<file path="config.mk">
export PLATFORM = sky130hd
export DESIGN_NAME = draw_arbiter
export DESIGN_NICKNAME = d
export VERILOG_FILES = /design/src/rtl/draw_pkg.sv /design/src/rtl/draw_arbiter_rr_pick.sv /design/src/rtl/draw_arbiter.sv
export SDC_FILE = /design/constraint.sdc
export NUM_CORES = 1
export LEC_CHECK = 0
export ABC_CLOCK_PERIOD_IN_PS = 6470
export BUFFER_PORTS_ARGS = -buffer_cell sky130_fd_sc_hd__buf_4
export CAP_MARGIN = 5
export CORE_MARGIN = 2
export CORE_UTILIZATION = 48
export DETAILED_ROUTE_END_ITERATION = 8
export GPL_ROUTABILITY_DRIVEN = 0
export PLACE_DENSITY = 0.85
export SYNTH_ARGS = -nofsm -noshare
export SYNTH_HDL_FRONTEND = slang
export SYNTH_SLANG_ARGS = --single-unit
</file>
<file path="constraint.sdc">
create_clock -name clk -period 6.47 [get_ports clk]
set_input_delay 0.3235 -clock clk [delete_from_list [all_inputs] [get_ports clk]]
set_output_delay 0.3235 -clock clk [all_outputs]
set_load 0.005 [all_outputs]
</file>
<file path="src/rtl/draw_pkg.sv">
// ============================================================================
// Module   : draw_pkg
// Summary  : Shared encodings and defaults for the framebuffer write-port arbiter.
// Revision : 1.0
// ============================================================================
`default_nettype none

package draw_pkg;

    localparam logic [1:0] c_st_idle    = 2'd0;
    localparam logic [1:0] c_st_grant   = 2'd1;
    localparam logic [1:0] c_st_busy    = 2'd2;
    localparam logic [1:0] c_st_release = 2'd3;

    localparam int c_xw_default = 10;
    localparam int c_cw_default = 3;

    localparam int c_req_pic    = 0;
    localparam int c_req_ball   = 1;
    localparam int c_req_paddle = 2;
    localparam int c_req_brick  = 3;

endpackage

`default_nettype wire

</file>
<file path="src/rtl/draw_arbiter_rr_pick.sv">
// ============================================================================
// Module   : rr_pick
// Summary  : Combinational round-robin search for the first set request,
//            starting one past the pointer and wrapping at NREQ-1.
// Revision : 1.0
// ============================================================================
`default_nettype none

module rr_pick #(
    parameter int NREQ = 4,
    parameter int PW   = 2
) (
    input  logic [NREQ-1:0] i_req,
    input  logic [PW-1:0]   i_ptr,
    output logic [PW-1:0]   o_winner,
    output logic            o_valid
);

    logic [PW-1:0] w_idx;

    always_comb begin
        o_winner = '0;
        o_valid  = 1'b0;
        w_idx    = i_ptr;
        for (int k = 0; k < NREQ; k++) begin
            w_idx = (w_idx == PW'(NREQ - 1)) ? '0 : w_idx + 1'b1;
            if (!o_valid && i_req[w_idx]) begin
                o_winner = w_idx;
                o_valid  = 1'b1;
            end
        end
    end

endmodule

`default_nettype wire

</file>
<file path="src/rtl/draw_arbiter.sv">
// ============================================================================
// Module   : draw_arbiter
// Summary  : Hands the single VGA framebuffer write port to one draw engine at
//            a time, round-robin, starting each grant on a frame tick.
//            Optional macro DRAW_ALIGN_EN delays requester 0's x/y/plot.
// Revision : 1.0
// ============================================================================
`default_nettype none

module draw_arbiter
    import draw_pkg::*;
#(
    parameter int NREQ      = 4,
    parameter int XW        = c_xw_default,
    parameter int CW        = c_cw_default,
    parameter int ALIGN_LAT = 2
) (
    input  logic               clk,
    input  logic               reset,
    input  logic               frame,
    input  logic [NREQ-1:0]    req,
    input  logic [NREQ-1:0]    busy,
    input  logic [NREQ*XW-1:0] x_in,
    input  logic [NREQ*XW-1:0] y_in,
    input  logic [NREQ*CW-1:0] colour_in,
    output logic [NREQ-1:0]    go,
    output logic [NREQ-1:0]    gnt,
    output logic [XW-1:0]      vga_x,
    output logic [XW-1:0]      vga_y,
    output logic [CW-1:0]      vga_colour,
    output logic               vga_plot
);

    localparam int c_pw    = (NREQ > 1) ? $clog2(NREQ) : 1;
    localparam int c_cnt_w = $clog2(ALIGN_LAT + 2);
`ifdef DRAW_ALIGN_EN
    localparam logic [c_cnt_w-1:0] c_rel_last = c_cnt_w'(ALIGN_LAT);
`else
    localparam logic [c_cnt_w-1:0] c_rel_last = '0;
`endif

    logic [1:0]         r_state;
    logic [1:0]         w_state_nxt;
    logic [c_pw-1:0]    r_ptr;
    logic [c_pw-1:0]    r_win;
    logic [NREQ-1:0]    r_gnt;
    logic               r_seen_busy;
    logic [c_cnt_w-1:0] r_rel_cnt;
    logic               w_capture;

    logic [c_pw-1:0]    w_pick_win;
    logic               w_pick_valid;
    logic [NREQ-1:0]    w_pick_onehot;

    logic [XW-1:0]      w_x_arr [NREQ];
    logic [XW-1:0]      w_y_arr [NREQ];
    logic [CW-1:0]      w_c_arr [NREQ];

    logic [XW-1:0]      w_nxt_x;
    logic [XW-1:0]      w_nxt_y;
    logic               w_nxt_plot;
    logic               w_load_xy;
    logic               w_load_col;

    logic [XW-1:0]      r_vga_x;
    logic [XW-1:0]      r_vga_y;
    logic [CW-1:0]      r_vga_colour;
    logic               r_vga_plot;

    generate
        for (genvar gi = 0; gi < NREQ; gi++) begin : g_unpack
            assign w_x_arr[gi] = x_in[gi*XW +: XW];
            assign w_y_arr[gi] = y_in[gi*XW +: XW];
            assign w_c_arr[gi] = colour_in[gi*CW +: CW];
        end
    endgenerate

    rr_pick #(
        .NREQ (NREQ),
        .PW   (c_pw)
    ) u_rr_pick (
        .i_req    (req),
        .i_ptr    (r_ptr),
        .o_winner (w_pick_win),
        .o_valid  (w_pick_valid)
    );

    assign w_pick_onehot = {{(NREQ-1){1'b0}}, 1'b1} << w_pick_win;

    always_ff @(posedge clk) begin
        if (reset) begin
            r_state <= c_st_idle;
        end else begin
            r_state <= w_state_nxt;
        end
    end

    // Busy takes priority over a dropped request in GRANT: the engine has
    // already started drawing.
    always_comb begin
        w_state_nxt = r_state;
        case (r_state)
            c_st_idle: begin
                if (frame && w_pick_valid) w_state_nxt = c_st_grant;
            end
            c_st_grant: begin
                if (busy[r_win])      w_state_nxt = c_st_busy;
                else if (!req[r_win]) w_state_nxt = c_st_idle;
            end
            c_st_busy: begin
                if (r_seen_busy && !busy[r_win]) w_state_nxt = c_st_release;
            end
            c_st_release: begin
                if (r_rel_cnt == c_rel_last) w_state_nxt = c_st_idle;
            end
            default: w_state_nxt = c_st_idle;
        endcase
    end

    always_comb begin
        go        = (r_state == c_st_grant) ? r_gnt : '0;
        w_capture = (r_state == c_st_grant) || (r_state == c_st_busy);
    end

    always_ff @(posedge clk) begin
        if (reset) begin
            r_ptr       <= c_pw'(NREQ - 1);
            r_win       <= '0;
            r_gnt       <= '0;
            r_seen_busy <= 1'b0;
            r_rel_cnt   <= '0;
        end else begin
            case (r_state)
                c_st_idle: begin
                    if (w_state_nxt == c_st_grant) begin
                        r_win       <= w_pick_win;
                        r_gnt       <= w_pick_onehot;
                        r_seen_busy <= 1'b0;
                    end
                end
                c_st_grant: begin
                    if (w_state_nxt == c_st_busy)      r_seen_busy <= 1'b1;
                    else if (w_state_nxt == c_st_idle) r_gnt       <= '0;
                end
                c_st_busy: begin
                    if (w_state_nxt == c_st_release) begin
                        r_ptr     <= r_win;
                        r_gnt     <= '0;
                        r_rel_cnt <= '0;
                    end
                end
                c_st_release: r_rel_cnt <= r_rel_cnt + 1'b1;
                default: ;
            endcase
        end
    end

`ifdef DRAW_ALIGN_EN
    logic [ALIGN_LAT-1:0][XW-1:0] r_pipe_x;
    logic [ALIGN_LAT-1:0][XW-1:0] r_pipe_y;
    logic [ALIGN_LAT-1:0]         r_pipe_plot;
    logic                         w_pic_win;

    assign w_pic_win = (r_win == c_pw'(c_req_pic));

    always_ff @(posedge clk) begin
        if (reset) begin
            r_pipe_x    <= '0;
            r_pipe_y    <= '0;
            r_pipe_plot <= '0;
        end else begin
            r_pipe_x[0]    <= w_x_arr[c_req_pic];
            r_pipe_y[0]    <= w_y_arr[c_req_pic];
            r_pipe_plot[0] <= w_capture && w_pic_win && busy[c_req_pic];
            for (int i = 1; i < ALIGN_LAT; i++) begin
                r_pipe_x[i]    <= r_pipe_x[i-1];
                r_pipe_y[i]    <= r_pipe_y[i-1];
                r_pipe_plot[i] <= r_pipe_plot[i-1];
            end
        end
    end
`endif

    // The blitter's pipeline keeps feeding the output through RELEASE so it
    // drains before the port is handed on.
    always_comb begin
        w_load_xy  = w_capture;
        w_load_col = w_capture;
        w_nxt_x    = w_x_arr[r_win];
        w_nxt_y    = w_y_arr[r_win];
        w_nxt_plot = w_capture && busy[r_win];
`ifdef DRAW_ALIGN_EN
        if (w_pic_win && (r_state != c_st_idle)) begin
            w_load_xy  = 1'b1;
            w_nxt_x    = r_pipe_x[ALIGN_LAT-1];
            w_nxt_y    = r_pipe_y[ALIGN_LAT-1];
            w_nxt_plot = r_pipe_plot[ALIGN_LAT-1];
        end
`endif
    end

    always_ff @(posedge clk) begin
        if (reset) begin
            r_vga_x      <= '0;
            r_vga_y      <= '0;
            r_vga_colour <= '0;
            r_vga_plot   <= 1'b0;
        end else begin
            r_vga_plot <= w_nxt_plot;
            if (w_load_xy) begin
                r_vga_x <= w_nxt_x;
                r_vga_y <= w_nxt_y;
            end
            if (w_load_col) r_vga_colour <= w_c_arr[r_win];
        end
    end

    assign gnt        = r_gnt;
    assign vga_x      = r_vga_x;
    assign vga_y      = r_vga_y;
    assign vga_colour = r_vga_colour;
    assign vga_plot   = r_vga_plot;

endmodule

`default_nettype wire

</file>
==> results of run 1 <==
==> per-stage QoR <==
stage | instances | total power (W)
2_1_floorplan | 227 | 0.000459
3_3_place_gp | 419 | 0.000567
3_5_place_dp | 419 | 0.000574
4_1_cts | 427 | 0.000728
5_1_grt | 427 | 0.000768
6_report | 427 | 0.000720
==> final timing paths <==
kind,from,endpoint,slack (ps),depth (start not counted)
hold reg to reg,r_ptr[1],r_ptr[1],470,1
setup / recovery,r_win[0],gnt[3],3550,6
setup reg to reg,r_win[0],gnt[3],3550,6
hold / removal,reset,vga_y[2],450,2
==> registers in the layout (all words and copies together), names as in the netlist, 2 cells and up <==
name	cells
r_ptr	2
vga_x	10
r_win	2
r_rel_cnt	2
vga_y	10
r_state	2
gnt	4
vga_colour	3
==> worst max-delay path, cell delays in order (launching register included) <==
cell and delay, ps:
dfxtp_2 950, mux4_2 620, a221oi_1 290, o221ai_2 260
a31oi_4 280, a2bb2oi_4 240, mux2i_1 200
==> cell usage after synthesis (all sizes together) <==
cell type,n,share of area (%)
a21boi,1,0.31
a211o,2,0.71
nand4,1,0.26
clkbuf,5,0.77
mux2i,30,12
o21ai,7,1.4
mux2,2,0.92
a31oi,1,0.87
and3b,2,0.71
nor2,33,5.1
nand2,5,0.77
nor2b,2,0.51
a41o,1,0.41
ha,7,3.6
mux4,26,24
buf,9,1.7
o32a,1,0.41
o32ai,1,0.66
inv,12,1.8
a2bb2oi,2,1.4
nor4,1,0.26
nand3,3,0.61
or3,1,0.26
dfxtp,37,30
and2,5,1.3
or3b,1,0.36
and3,3,0.77
a211oi,2,0.82
nor3b,1,0.31
o221ai,1,0.61
o21a,1,0.31
o31ai,1,0.31
nand2b,7,1.8
a21oi,5,1.0
nand3b,3,0.92
a221oi,1,0.36
o22ai,1,0.26
a311o,1,0.41
or4,2,0.77
==> cell families after synthesis <==
family	share of synthesized area, %
AND/OR/NAND/NOR	14.6
multiplexers	37.0
flip-flops	30.2
buffers and inverters	4.29
adder cells (fa/ha/maj)	3.57
AO/OA/AOI/OAI	10.3
==> routing by layer <==
metal / routed length [microns] / vias to the layer above
met5: 0 / -
met4: 129 / 0
met3: 485 / 15
met2: 3380 / 100
met1: 2480 / 1082
li1: - / 1105
==> power by group <==
part | total [W] | leakage [nW] | internal (W) | switching (W)
logic | 0.000287 | 1.22 | 0.000172 | 0.000116
clock network | 0.000152 | 0.0450 | 0.0000746 | 0.0000771
registers | 0.000281 | 0.302 | 0.000255 | 0.0000265
==> final cells by class <==
cell class	count	area [sq um]	area share, %
clock buffer	6	72.6	2.02
inverter	12	45.0	1.26
multi-input combinational	164	1610	44.8
sequential	37	742	20.7
timing repair buffer	136	1020	28.5
tap	70	87.6	2.44
clock inverter	2	10.0	0.279
==> results.json, run 1 <==
{
  "io_pins": 135,
  "grtUsageMet2_pct": 37.9,
  "cp-start-kind": "flop",
  "worstPathMaxFanout": 29,
  "numPortBuffers": 134,
  "vias": 2302,
  "nNetsFinal": 466,
  "firstDrtPassIters": 4,
  "worstPathRequired_ps": 6680,
  "cts_buffers": 5,
  "power.density_nw_per_um2": 201,
  "syn_area_sq_um": 2450,
  "start_util_pct": 49.0,
  "hold_violations": 0,
  "die_area_sq_um": 5700,
  "finalWorstSetupSlack_ps": 3550,
  "clk_pin_slew_ps": 70,
  "vias_per_cell": 5.39,
  "rsz0062_at_grt": "no",
  "drt_iter0_drc": 134,
  "setup_viol": 0,
  "area_growth_pct": 46.2,
  "grt_use_met1_pct": 27.7,
  "slew_headroom_pct": 38.0,
  "synth_area_per_cell_sq_um": 10.8,
  "final.setup.tns_ps": 0,
  "drive_gt1_share_pct": 49.3,
  "drc": 0,
  "fin_crit_sh_pct": 45.1,
  "layout_common_cells": "136 x buf_4, 36 x dfxtp_1, 33 x nor2_1, 30 x mux2i_1, 26 x mux4_2",
  "skew_ps": 8.85,
  "synth_nets": 337,
  "antenna_found_initial": 0,
  "ys_types": 45,
  "vdd_drop_max_v": 0.000134,
  "grt_pass1_wl_microns": 9720,
  "n_antenna_cell": 0,
  "max_freq_ghz": 0.343,
  "grt.overflow.total": 0,
  "min_path_type": "input pin to flop",
  "endpoint_kind": "flop",
  "ctsHoldBuffers": 0,
  "stdcell_area_sq_um": 3580,
  "wl_per_cell_microns": 15.2,
  "final_common_cell": "buf_4",
  "worst_slew_pin_slew_ps": 929,
  "hold_slack_ps": 445,
  "core-area_sq_um": 5010,
  "cts-root-buf": "clkbuf_8",
  "tritoncts": "done",
  "final_util_pct": 71.6,
  "dpl_cell_area_sq_um": 3500,
  "clk_path_buf_depth": 2,
  "final_antenna_net_count": 0,
  "grt_pass1_vias": 2160,
  "cts.htree.levels": 2,
  "p_leak_nw": 1.57,
  "crit_type": "flop to flop",
  "syn_inst": 227,
  "pre_cts_slack_ps": 3540,
  "finalCriticalPeriod_ps": 2920,
  "routed_wl_microns": 6480,
  "cts_resized": 0,
  "met3_usage_pct": 7.54,
  "insertion_delay_ps": 290,
  "synth-seq-cells": 37,
  "critPathArrivalTime_ps": 3130,
  "grt_max_degree": 40,
  "maxSlewViolCount": 0,
  "track_usage_pct": 22.6,
  "die_h_microns": 75.5,
  "maxCapViolations": 0,
  "cts_sinks": 37,
  "synth_seq_area_share_pct": 30.2,
  "cts_setup_buffers": 0,
  "top_usage_layer": "met2",
  "n_fill_cell": 404,
  "hpwl_microns": 5080,
  "ys_warn_count": 0,
  "fp-row-count": 26,
  "dieWidth_microns": 75.5,
  "status": "finished clean"
}
(Power assumes the default switching activity.)
==> run 2: changes to the inputs <==
--- a/config.mk
+++ b/config.mk
@@ -5,14 +5,14 @@
 export SDC_FILE = /design/constraint.sdc
 export NUM_CORES = 1
 export LEC_CHECK = 0
-export ABC_CLOCK_PERIOD_IN_PS = 6470
+export ABC_CLOCK_PERIOD_IN_PS = 2400
 export BUFFER_PORTS_ARGS = -buffer_cell sky130_fd_sc_hd__buf_4
 export CAP_MARGIN = 5
 export CORE_MARGIN = 2
-export CORE_UTILIZATION = 48
+export CORE_UTILIZATION = 41
 export DETAILED_ROUTE_END_ITERATION = 8
 export GPL_ROUTABILITY_DRIVEN = 0
-export PLACE_DENSITY = 0.85
+export PLACE_DENSITY = 0.78
 export SYNTH_ARGS = -nofsm -noshare
 export SYNTH_HDL_FRONTEND = slang
 export SYNTH_SLANG_ARGS = --single-unit
==> constraint.sdc (replaced) <==
create_clock -name clk -period 2.4 [get_ports clk]
set_input_delay 0.12 -clock clk [delete_from_list [all_inputs] [get_ports clk]]
set_output_delay 0.12 -clock clk [all_outputs]
set_load 0.005 [all_outputs]
==> run 2 against run 1 <==
  * Clock-buffer cell count fell by 1
  * Sequential cell count unchanged
  * Fmax up 26%
  * Setup slack lost 3500 ps
  * Hold slack got worse by 210 ps
  * Clock skew down 0.54 ps
  * Sequential power increased to 2.6 times the previous value
==> results.json, run 2 (same netlist as run 1, synthesis figures left out) <==
{
  "cts-root-buf": "clkbuf_8",
  "min_path_type": "input pin to flop",
  "p_int_w": 0.00148,
  "status": "finished clean",
  "skew_ps": 8.30,
  "cp-start-kind": "flop",
  "grt_pass1_wl_microns": 10200,
  "firstDrtPassIters": 4,
  "vdd_drop_max_v": 0.000299,
  "worstPathMaxFanout": 6,
  "rrSetupSlack_ps": 90,
  "slowest_stage": "dfxtp_2",
  "stdcell_area_sq_um": 3690,
  "seq_area_sq_um": 746,
  "finalCriticalPeriod_ps": 2310,
  "crit_type": "flop to flop",
  "fp-row-count": 28,
  "max_stage_delay_ps": 380,
  "power.density_nw_per_um2": 576,
  "vias": 2334,
  "cts.htree.levels": 2,
  "pwr-share-seq_pct": 34.7,
  "clock_power_share_pct": 26.4,
  "numPortBuffers": 134,
  "endpoint_kind": "flop",
  "clk_path_buf_depth": 2,
  "core-area_sq_um": 5850,
  "drt_iter0_drc": 141,
  "drive_gt1_share_pct": 51.6,
  "tritoncts": "done",
  "slew_headroom_pct": 53.9,
  "die_h_microns": 81.3,
  "drc": 0,
  "p_leak_nw": 1.62,
  "hold_violations": 0,
  "vias_per_cell": 5.32,
  "ctsHoldBuffers": 0,
  "antenna_found_initial": 0,
  "insertion_delay_ps": 300,
  "routed_wl_microns": 6630,
  "hold_slack_ps": 232,
  "n_antenna_cell": 0,
  "multiInputGateArea_sq_um": 1610,
  "maxCapViolations": 0,
  "crit_path_cell_trace": "inv_1 -> ha_1 -> o21a_1 -> a311o_1 -> o32a_1 -> a31oi_4 -> a2bb2oi_4 -> mux2i_1",
  "hpwl_microns": 5170,
  "swShare_pct": 30.1,
  "maxSlewViolCount": 0,
  "layout_common_cells": "143 x buf_4, 33 x nor2_1, 33 x dfxtp_1, 30 x mux2i_1, 26 x mux4_2",
  "finalPower_w": 0.00212,
  "dpl_cell_area_sq_um": 3550,
  "final_antenna_net_count": 0,
  "combPwrFrac_pct": 39.0,
  "n_fill_cell": 462,
  "dieWidth_microns": 81.3,
  "nNetsFinal": 473,
  "final_common_cell": "buf_4",
  "fin_crit_sh_pct": 96.4,
  "setup_viol": 0,
  "wl_per_cell_microns": 15.1,
  "switchingPower_w": 0.000639,
  "cts_sinks": 37,
  "area_growth_pct": 50.3,
  "io_pins": 135,
  "max_freq_ghz": 0.432,
  "cts_buffers": 5,
  "track_usage_pct": 20.1,
  "worst_slew_pin_slew_ps": 688,
  "critPathArrivalTime_ps": 2540,
  "grt_max_degree": 40,
  "clk_pin_slew_ps": 90,
  "grt_pass1_vias": 2262,
  "grt.overflow.total": 0,
  "final.setup.tns_ps": 0,
  "worstPathRequired_ps": 2620,
  "die_area_sq_um": 6620,
  "start_util_pct": 41.9
}
[run 2: worst max-delay path, delay by kind of cell (launching register included)]
family,cells,cell delay (ps)
compound gates,5,1250
flops,1,380
buf+inv,1,100
fa+ha+maj,1,290
mux,1,220
[run 2: layout make-up]
cell class | count | share of cell area [%]
Clock buffer | 5 | 1.87
Clock inverter | 3 | 1.26
Inverter | 12 | 1.22
Multi-Input combinational cell | 164 | 43.8
Sequential cell | 37 | 20.2
Tap cell | 75 | 2.55
Timing Repair Buffer | 143 | 29.1
[run 2: worst paths after layout]
kind | endpoint | start | depth (start not counted)
max | gnt[3] | r_state[0] | 8
min | vga_y[7] | reset | 2
max reg2reg | gnt[3] | r_state[0] | 8
min reg2reg | r_ptr[1] | r_ptr[1] | 1
[run 2: per-layer routing]
layer  vias to the layer above  track usage, %  share of wire, %
met5                         -               0                 0
met4                         0            5.59               1.2
met3                         6            5.11               7.3
met2                        95            36.3                54
met1                      1117            23.5                37
li1                       1116               -                 -
[run 2: metrics by stage]
step | setup slack (ps) | util [%] | instances
2_1_floorplan | 157 | - | 227
3_3_place_gp | 161 | 60.6 | 429
3_5_place_dp | 32.5 | 60.6 | 429
4_1_cts | 7.46 | 62.6 | 437
5_1_grt | -27.0 | 63.0 | 439
6_report | 86.0 | 63.0 | 439
[run 2: power groups by stage]
stage	registers [W]	logic (W)	clock network, W
floorplan	0.000744	0.000494	0
global placement	0.000745	0.000807	0
detailed placement	0.000746	0.000827	0
CTS	0.000735	0.000831	0.000566
global route	0.000746	0.000891	0.000588
finish	0.000736	0.000828	0.000560
[run 2: repair_timing]
item	CTS	global route
buffers inserted	0	2
endpoints found under the setup margin	0	6
gates resized for setup	0	4
hold endpoints to repair	0	0
